[src/rtl/handshake_const_pkg.sv]
// ============================================================================
// Module  : handshake_const_pkg
// Brief   : Shared helpers for the handshake constant-table blocks.
// Revision: 1.0 - initial release
// ============================================================================
`default_nettype none

package handshake_const_pkg;

   // Index width, never narrower than one bit so DEPTH=1 still has a port.
   function automatic int unsigned idx_width(input int unsigned depth);
      int unsigned w;
      w = $clog2(depth);
      return (w < 1) ? 1 : w;
   endfunction

   function automatic int unsigned table_lsb(input int unsigned idx,
                                             input int unsigned width);
      return idx * width;
   endfunction

endpackage

`default_nettype wire

[src/rtl/handshake_skid_buffer.sv]
// ============================================================================
// Module  : handshake_skid_buffer
// Brief   : Two-entry elastic buffer; input ready is purely registered.
// Revision: 1.0 - initial release
// ============================================================================
`default_nettype none

module handshake_skid_buffer #(
   parameter int unsigned WIDTH = 8
) (
   input  logic             clk,
   input  logic             rst,
   input  logic [WIDTH-1:0] in_data_i,
   input  logic             in_valid_i,
   output logic             in_ready_o,
   output logic [WIDTH-1:0] out_data_o,
   output logic             out_valid_o,
   input  logic             out_ready_i
);

   logic [WIDTH-1:0] main_data_q, main_data_d;
   logic [WIDTH-1:0] skid_data_q, skid_data_d;
   logic             main_valid_q, main_valid_d;
   logic             skid_valid_q, skid_valid_d;
   logic             w_accept;
   logic             w_xfer;

   assign in_ready_o  = ~skid_valid_q;
   assign out_data_o  = main_data_q;
   assign out_valid_o = main_valid_q;

   assign w_accept = in_valid_i & ~skid_valid_q;
   assign w_xfer   = main_valid_q & out_ready_i;

   always_comb begin
      main_data_d  = main_data_q;
      main_valid_d = main_valid_q;
      skid_data_d  = skid_data_q;
      skid_valid_d = skid_valid_q;
      if (skid_valid_q) begin
         // Input is blocked while skid holds a word; only a drain can happen.
         if (w_xfer) begin
            main_data_d  = skid_data_q;
            main_valid_d = 1'b1;
            skid_valid_d = 1'b0;
         end
      end else if (w_accept) begin
         if (main_valid_q && !out_ready_i) begin
            skid_data_d  = in_data_i;
            skid_valid_d = 1'b1;
         end else begin
            main_data_d  = in_data_i;
            main_valid_d = 1'b1;
         end
      end else if (w_xfer) begin
         main_valid_d = 1'b0;
      end
   end

   always_ff @(posedge clk) begin
      if (rst) begin
         main_data_q  <= '0;
         main_valid_q <= 1'b0;
         skid_data_q  <= '0;
         skid_valid_q <= 1'b0;
      end else begin
         main_data_q  <= main_data_d;
         main_valid_q <= main_valid_d;
         skid_data_q  <= skid_data_d;
         skid_valid_q <= skid_valid_d;
      end
   end

endmodule

`default_nettype wire

[src/rtl/handshake_constant_table.sv]
// ============================================================================
// Module  : handshake_constant_table
// Brief   : Emits one constant table word per accepted control token.
// Revision: 1.0 - initial release
// ============================================================================
`default_nettype none

module handshake_constant_table
   import handshake_const_pkg::*;
#(
   parameter int unsigned                      DATA_WIDTH = 32,
   parameter int unsigned                      DEPTH      = 4,
   parameter logic [DEPTH*DATA_WIDTH-1:0]      TABLE      = '0,
   parameter int unsigned                      CYCLE      = 1,
   localparam int unsigned                     IDX_W      = idx_width(DEPTH)
) (
   input  logic                  clk,
   input  logic                  rst,
   input  logic                  ctrl_valid,
   output logic                  ctrl_ready,
   input  logic                  restart,
   output logic [DATA_WIDTH-1:0] outs,
   output logic [IDX_W-1:0]      outs_index,
   output logic                  outs_valid,
   input  logic                  outs_ready
);

   localparam int unsigned WIDTH = DATA_WIDTH + IDX_W;

   logic [DATA_WIDTH-1:0] table_mem [DEPTH];
   logic [IDX_W-1:0]      idx_q, idx_d;
   logic [DATA_WIDTH-1:0] w_word;
   logic [WIDTH-1:0]      w_buf_out;
   logic                  w_accept;

   for (genvar i = 0; i < DEPTH; i++) begin : g_table
      assign table_mem[i] = TABLE[table_lsb(i, DATA_WIDTH) +: DATA_WIDTH];
   end

   assign w_accept = ctrl_valid & ctrl_ready;

   if ((CYCLE != 0) && (DEPTH > 1)) begin : g_step
      assign w_word = table_mem[idx_q];
      // The accepted token consumes the current index; restart only rewinds
      // the index seen by the following token.
      always_comb begin
         idx_d = idx_q;
         if (restart) begin
            idx_d = '0;
         end else if (w_accept) begin
            idx_d = (idx_q == IDX_W'(DEPTH - 1)) ? '0 : idx_q + IDX_W'(1);
         end
      end
   end else begin : g_hold
      assign w_word = table_mem[0];
      always_comb begin
         idx_d = '0;
      end
   end

   always_ff @(posedge clk) begin
      if (rst) begin
         idx_q <= '0;
      end else begin
         idx_q <= idx_d;
      end
   end

   handshake_skid_buffer #(
      .WIDTH (WIDTH)
   ) u_skid (
      .clk         (clk),
      .rst         (rst),
      .in_data_i   ({w_word, idx_q}),
      .in_valid_i  (ctrl_valid),
      .in_ready_o  (ctrl_ready),
      .out_data_o  (w_buf_out),
      .out_valid_o (outs_valid),
      .out_ready_i (outs_ready)
   );

   assign outs       = w_buf_out[WIDTH-1:IDX_W];
   assign outs_index = w_buf_out[IDX_W-1:0];

endmodule

`default_nettype wire
[config.mk]
export PLATFORM = sky130hd
export DESIGN_NAME = handshake_constant_table
export DESIGN_NICKNAME = d
export VERILOG_FILES = /design/src/rtl/handshake_const_pkg.sv /design/src/rtl/handshake_skid_buffer.sv /design/src/rtl/handshake_constant_table.sv
export SDC_FILE = /design/constraint.sdc
export NUM_CORES = 1
export LEC_CHECK = 0
export ABC_AREA = 1
export ABC_CLOCK_PERIOD_IN_PS = 1100
export CORE_MARGIN = 4
export CORE_UTILIZATION = 52
export CTS_CLUSTER_DIAMETER = 30
export DETAILED_ROUTE_END_ITERATION = 16
export PLACE_DENSITY = 0.82
export REMOVE_ABC_BUFFERS = 1
export SLEW_MARGIN = 20
export SYNTH_ARGS = -nofsm -noshare
export SYNTH_HDL_FRONTEND = slang
export SYNTH_HIERARCHICAL = 1
export SYNTH_SLANG_ARGS = --single-unit
[constraint.sdc]
create_clock -name clk -period 1.1 [get_ports clk]
set_input_delay 0.165 -clock clk [delete_from_list [all_inputs] [get_ports clk]]
set_output_delay 0.165 -clock clk [all_outputs]
set_load 0.03 [all_outputs]
==> results.md <==
- For the worst setup path, the data required time is between 0.9 and 1 ns.
- The clock share of power is 0.320.
- The analysis attributes to net switching a power of 0.00179 W.
- TritonCTS built the clock tree.
- Counting the buffers created by CTS gives 9.
- The run finished, with violations left.
- The floorplan has 28 rows.
- The number of failing hold endpoints at the final stage is 0.
- The global placer's final weighted congestion is 0.755.
- The average size of a mapped cell is 6.37 um^2.
- The detailed router used layers up to and including met4.
- The number of global-route vias before repair is 2881.
- The number of buffers added on ports is 40.
- Yosys attributes the largest share of cell area to sky130_fd_sc_hd__dfxtp_1 (45%), sky130_fd_sc_hd__nand2_1 (21%), sky130_fd_sc_hd__nor2_1 (17%), sky130_fd_sc_hd__inv_1 (4.7%), sky130_fd_sc_hd__o21ai_0 (2.7%).
- The vias per cell is 4.30.
- In this run the horizontal extent of the chip is 86.5 um.
- On the final layout, the worst clock skew is 0.00865 ns.
- For this run, the number of Yosys warnings is 6.
- The share of synthesized area in the top cell type comes to 0.450.
- The synthesized area is 3200 um^2.
- For this design, the CTS-stage hold fixing added 0 buffers.
- The share of the cycle needed by the critical path after routing is 1.08.
- The clock sink total is 72.
- Power spread over the standard cell area amounts to 1430 nW/um^2.
- The number of design-rule violations left by the first detailed-router iteration is 139.
- Across the run, the number of max-cap violations was 0.
- The clock insertion delay at the later pin of the skew report is 0.34 ns.
- The overall die area is about 7500 um^2.
- The portion of synthesized area spent on multiplexers is 0.
- The layout-stage area growth over the synthesis result is 32.6%.
- The overall global routing resource usage is 0.200.
- The path class of the tightest hold or removal check is in2reg.
- The maximum number of pins on one net before global-route repair is 36.
- The number of instances in the placed design is 672.
- The repair_antennas step left the layout with diodes totalling 0.
- After the flow finishes, the layout carries non-filler instances totaling 696.
- The worst slack after detailed placement is -0.365 ns.
- After synthesis, the netlist uses 21 different library cells.
- The clock input transition at the sequential cells of the worst setup and hold paths is 0.07 ns.
- The dominant combinational cell family by area after synthesis is simple AND/OR/NAND/NOR gates.
- The final max-slew violation count is 0.
- The vertical extent of the die is 86.5 um.
- The detailed-route wire length is 6820 um.
- Of the total synthesized cell area, the portion taken by XOR and XNOR cells is 0.
- The critical path class is reg2out.
- In the routed design, unresolved DRC markers number 0.
- The via count is 2995.
- The internal power of the cells totals 0.00427 W.
- The number of antenna violations at the first check in global routing is 0.
- Data arrives at the worst endpoint at around 1.0 ns.
- Of the total power, combinational logic draws 0.206.
- The wire length on met2 is 3290 um.
- Subtracting the final worst setup slack from the clock period gives 1.19 ns.
- The net count of the finished layout is 622.
- The setup slack of the worst register-to-register path is -0.05 ns.
- The detailed router put a total of 3180 um of wire on met1.
- The detailed placement HPWL is 4030 um.
- The timing-limited maximum frequency is 839 MHz.
- The flip-flop and latch count after synthesis is 72.
- The checks that failed: negative setup slack.
- The sequential-to-total area share from yosys stat is 0.450.
- For this configuration, the core starts out at a cell density of 0.538.
- The fraction of the mapped netlist area in compound gates is 0.0574.
- The wire length of the first global-routing pass is about 12000 um.
- Once routing completed, OpenROAD measured the worst setup slack at -0.0926 ns.
- The number of routed nets with antenna violations is 0.
- Setup violations remaining at the end of the flow were counted as 39.
- The core region is 5960 um^2.
- The largest voltage drop on the vdd net is 728 uV.
- The average wire per standard cell is a little under 10 um.
- The part of the total power dissipated in sequential elements is 0.475.
- The capturing element type of the critical path is an output pin.
- Global routing finished with a remaining overflow of 0.
- STA classifies the critical path startpoint as a flop.
- The routed length on met3 is 302 um.
- Setup repair after global routing could not meet its margin everywhere.
- sky130_fd_sc_hd__dfxtp_1 takes more of the synthesized area than any other cell.
- The instance count of the mapped netlist is 503.
- In this run the worst path has a maximum fanout of 4.
- In this run the number of H-tree levels came out at 3.
- Summed over all cells, the static leakage comes to approximately 2.2 nW.
- Counting along the longest clock path gives a buffer depth of 2.
- The tree is rooted in a sky130_fd_sc_hd__clkbuf_8.
- The setup TNS after final layout is -0.897 ns.
- The share of layout cells above drive strength 1 is 0.158.
- The synthesized-area fraction occupied by adder cells is 0.00390.
- Pin placement for this block handled approximately 40 I/O pins.
- The total power after layout is 0.00607 W.
- The first TritonRoute pass finished after 4 iterations.
- The switching part of the total power is 0.296.
- Of the total synthesized cell area, the portion taken by AND, OR, NAND and NOR gates is 0.388.
layout by cell type, fill, tap and decap left out, drive strengths merged, types with 2 or more instances in the layout:
master         netlist  final
o21ai               34     34
nand3                2      2
nor2               143    143
dfxtp               72     72
buf                 21     60
clkdlybuf4s50        0      3
a21oi                2      2
inv                 42     42
nand2              179    179
conb                 1     64
clkbuf               6     15
cells in the mapped netlist (all sizes together):
cell type	n
o21ai	34
conb	1
ha	1
clkbuf	6
nand3	2
inv	42
nor2	143
buf	21
dfxtp	72
nand2	179
a21oi	2
final timing paths:
kind / cells after the start / from / endpoint
max: 3 / u_skid/skid_valid_q / ctrl_ready
min: 5 / ctrl_valid / u_skid/skid_valid_q
max reg2reg: 6 / u_skid/skid_valid_q / u_skid/out_data_o[22]
min reg2reg: 2 / u_skid/skid_data_q[20] / u_skid/skid_data_q[20]
worst max-delay path, cell delays in order, from the launching register on:
cell	delay, ns
sky130_fd_sc_hd__dfxtp_4	0.39
sky130_fd_sc_hd__inv_4	0.05
sky130_fd_sc_hd__buf_12	0.12
sky130_fd_sc_hd__buf_8	0.12
through the flow:
step                      hold slack [ns]   util  area (um^2)
after floorplan                     0.227      -         3280
after global placement              0.462  0.650         3870
after detailed placement            0.473  0.650         3870
after CTS                           0.482  0.700         4170
after global routing                0.295  0.714         4250
final                               0.283  0.714         4250
registers in the layout, summed over array words and instances, names as in the netlist:
name	count
idx_q	2
u_skid/skid_valid_q	1
u_skid/out_data_o	34
u_skid/out_valid_o	1
u_skid/skid_data_q	34
metal layers:
metal	vias to the layer above	track usage
met2	50	0.348
met4	0	0.0751
met1	1291	0.240
met5	-	0
li1	1650	-
met3	4	0.0428
power groups by stage:
| stage | Sequential (W) | Clock, W | Combinational [W] |
|---|---|---|---|
| after CTS | 0.00288 | 0.00199 | 0.00120 |
| after global routing | 0.00290 | 0.00212 | 0.00141 |
| final | 0.00288 | 0.00194 | 0.00125 |
| after floorplan | 0.00318 | 0 | 0.000520 |
| after global placement | 0.00294 | 0 | 0.00114 |
| after detailed placement | 0.00294 | 0 | 0.00116 |
final cells by class:
cell class                 instances  area, um^2
inverter                          42         160
sequential                        72        1450
timing repair buffer              66         647
fill                             487        1710
clock buffer                      14         173
clock inverter                     2        12.5
tap                               75        93.8
multi-input combinational        425        1720
timing repair:
action / in CTS / in global routing
cloned: 1 / 2
gates resized for setup: 19 / 14
setup buffers: 4 / 1
endpoints found under the setup margin: 73 / 71
cells by family after synthesis:
group | count (synthesis)
buffers and inverters | 69
other | 1
AND/OR/NAND/NOR | 324
AO/OA/AOI/OAI | 36
flip-flops | 72
adder cells (fa/ha/maj) | 1
No activity file was read; power rests on OpenSTA's default activity.
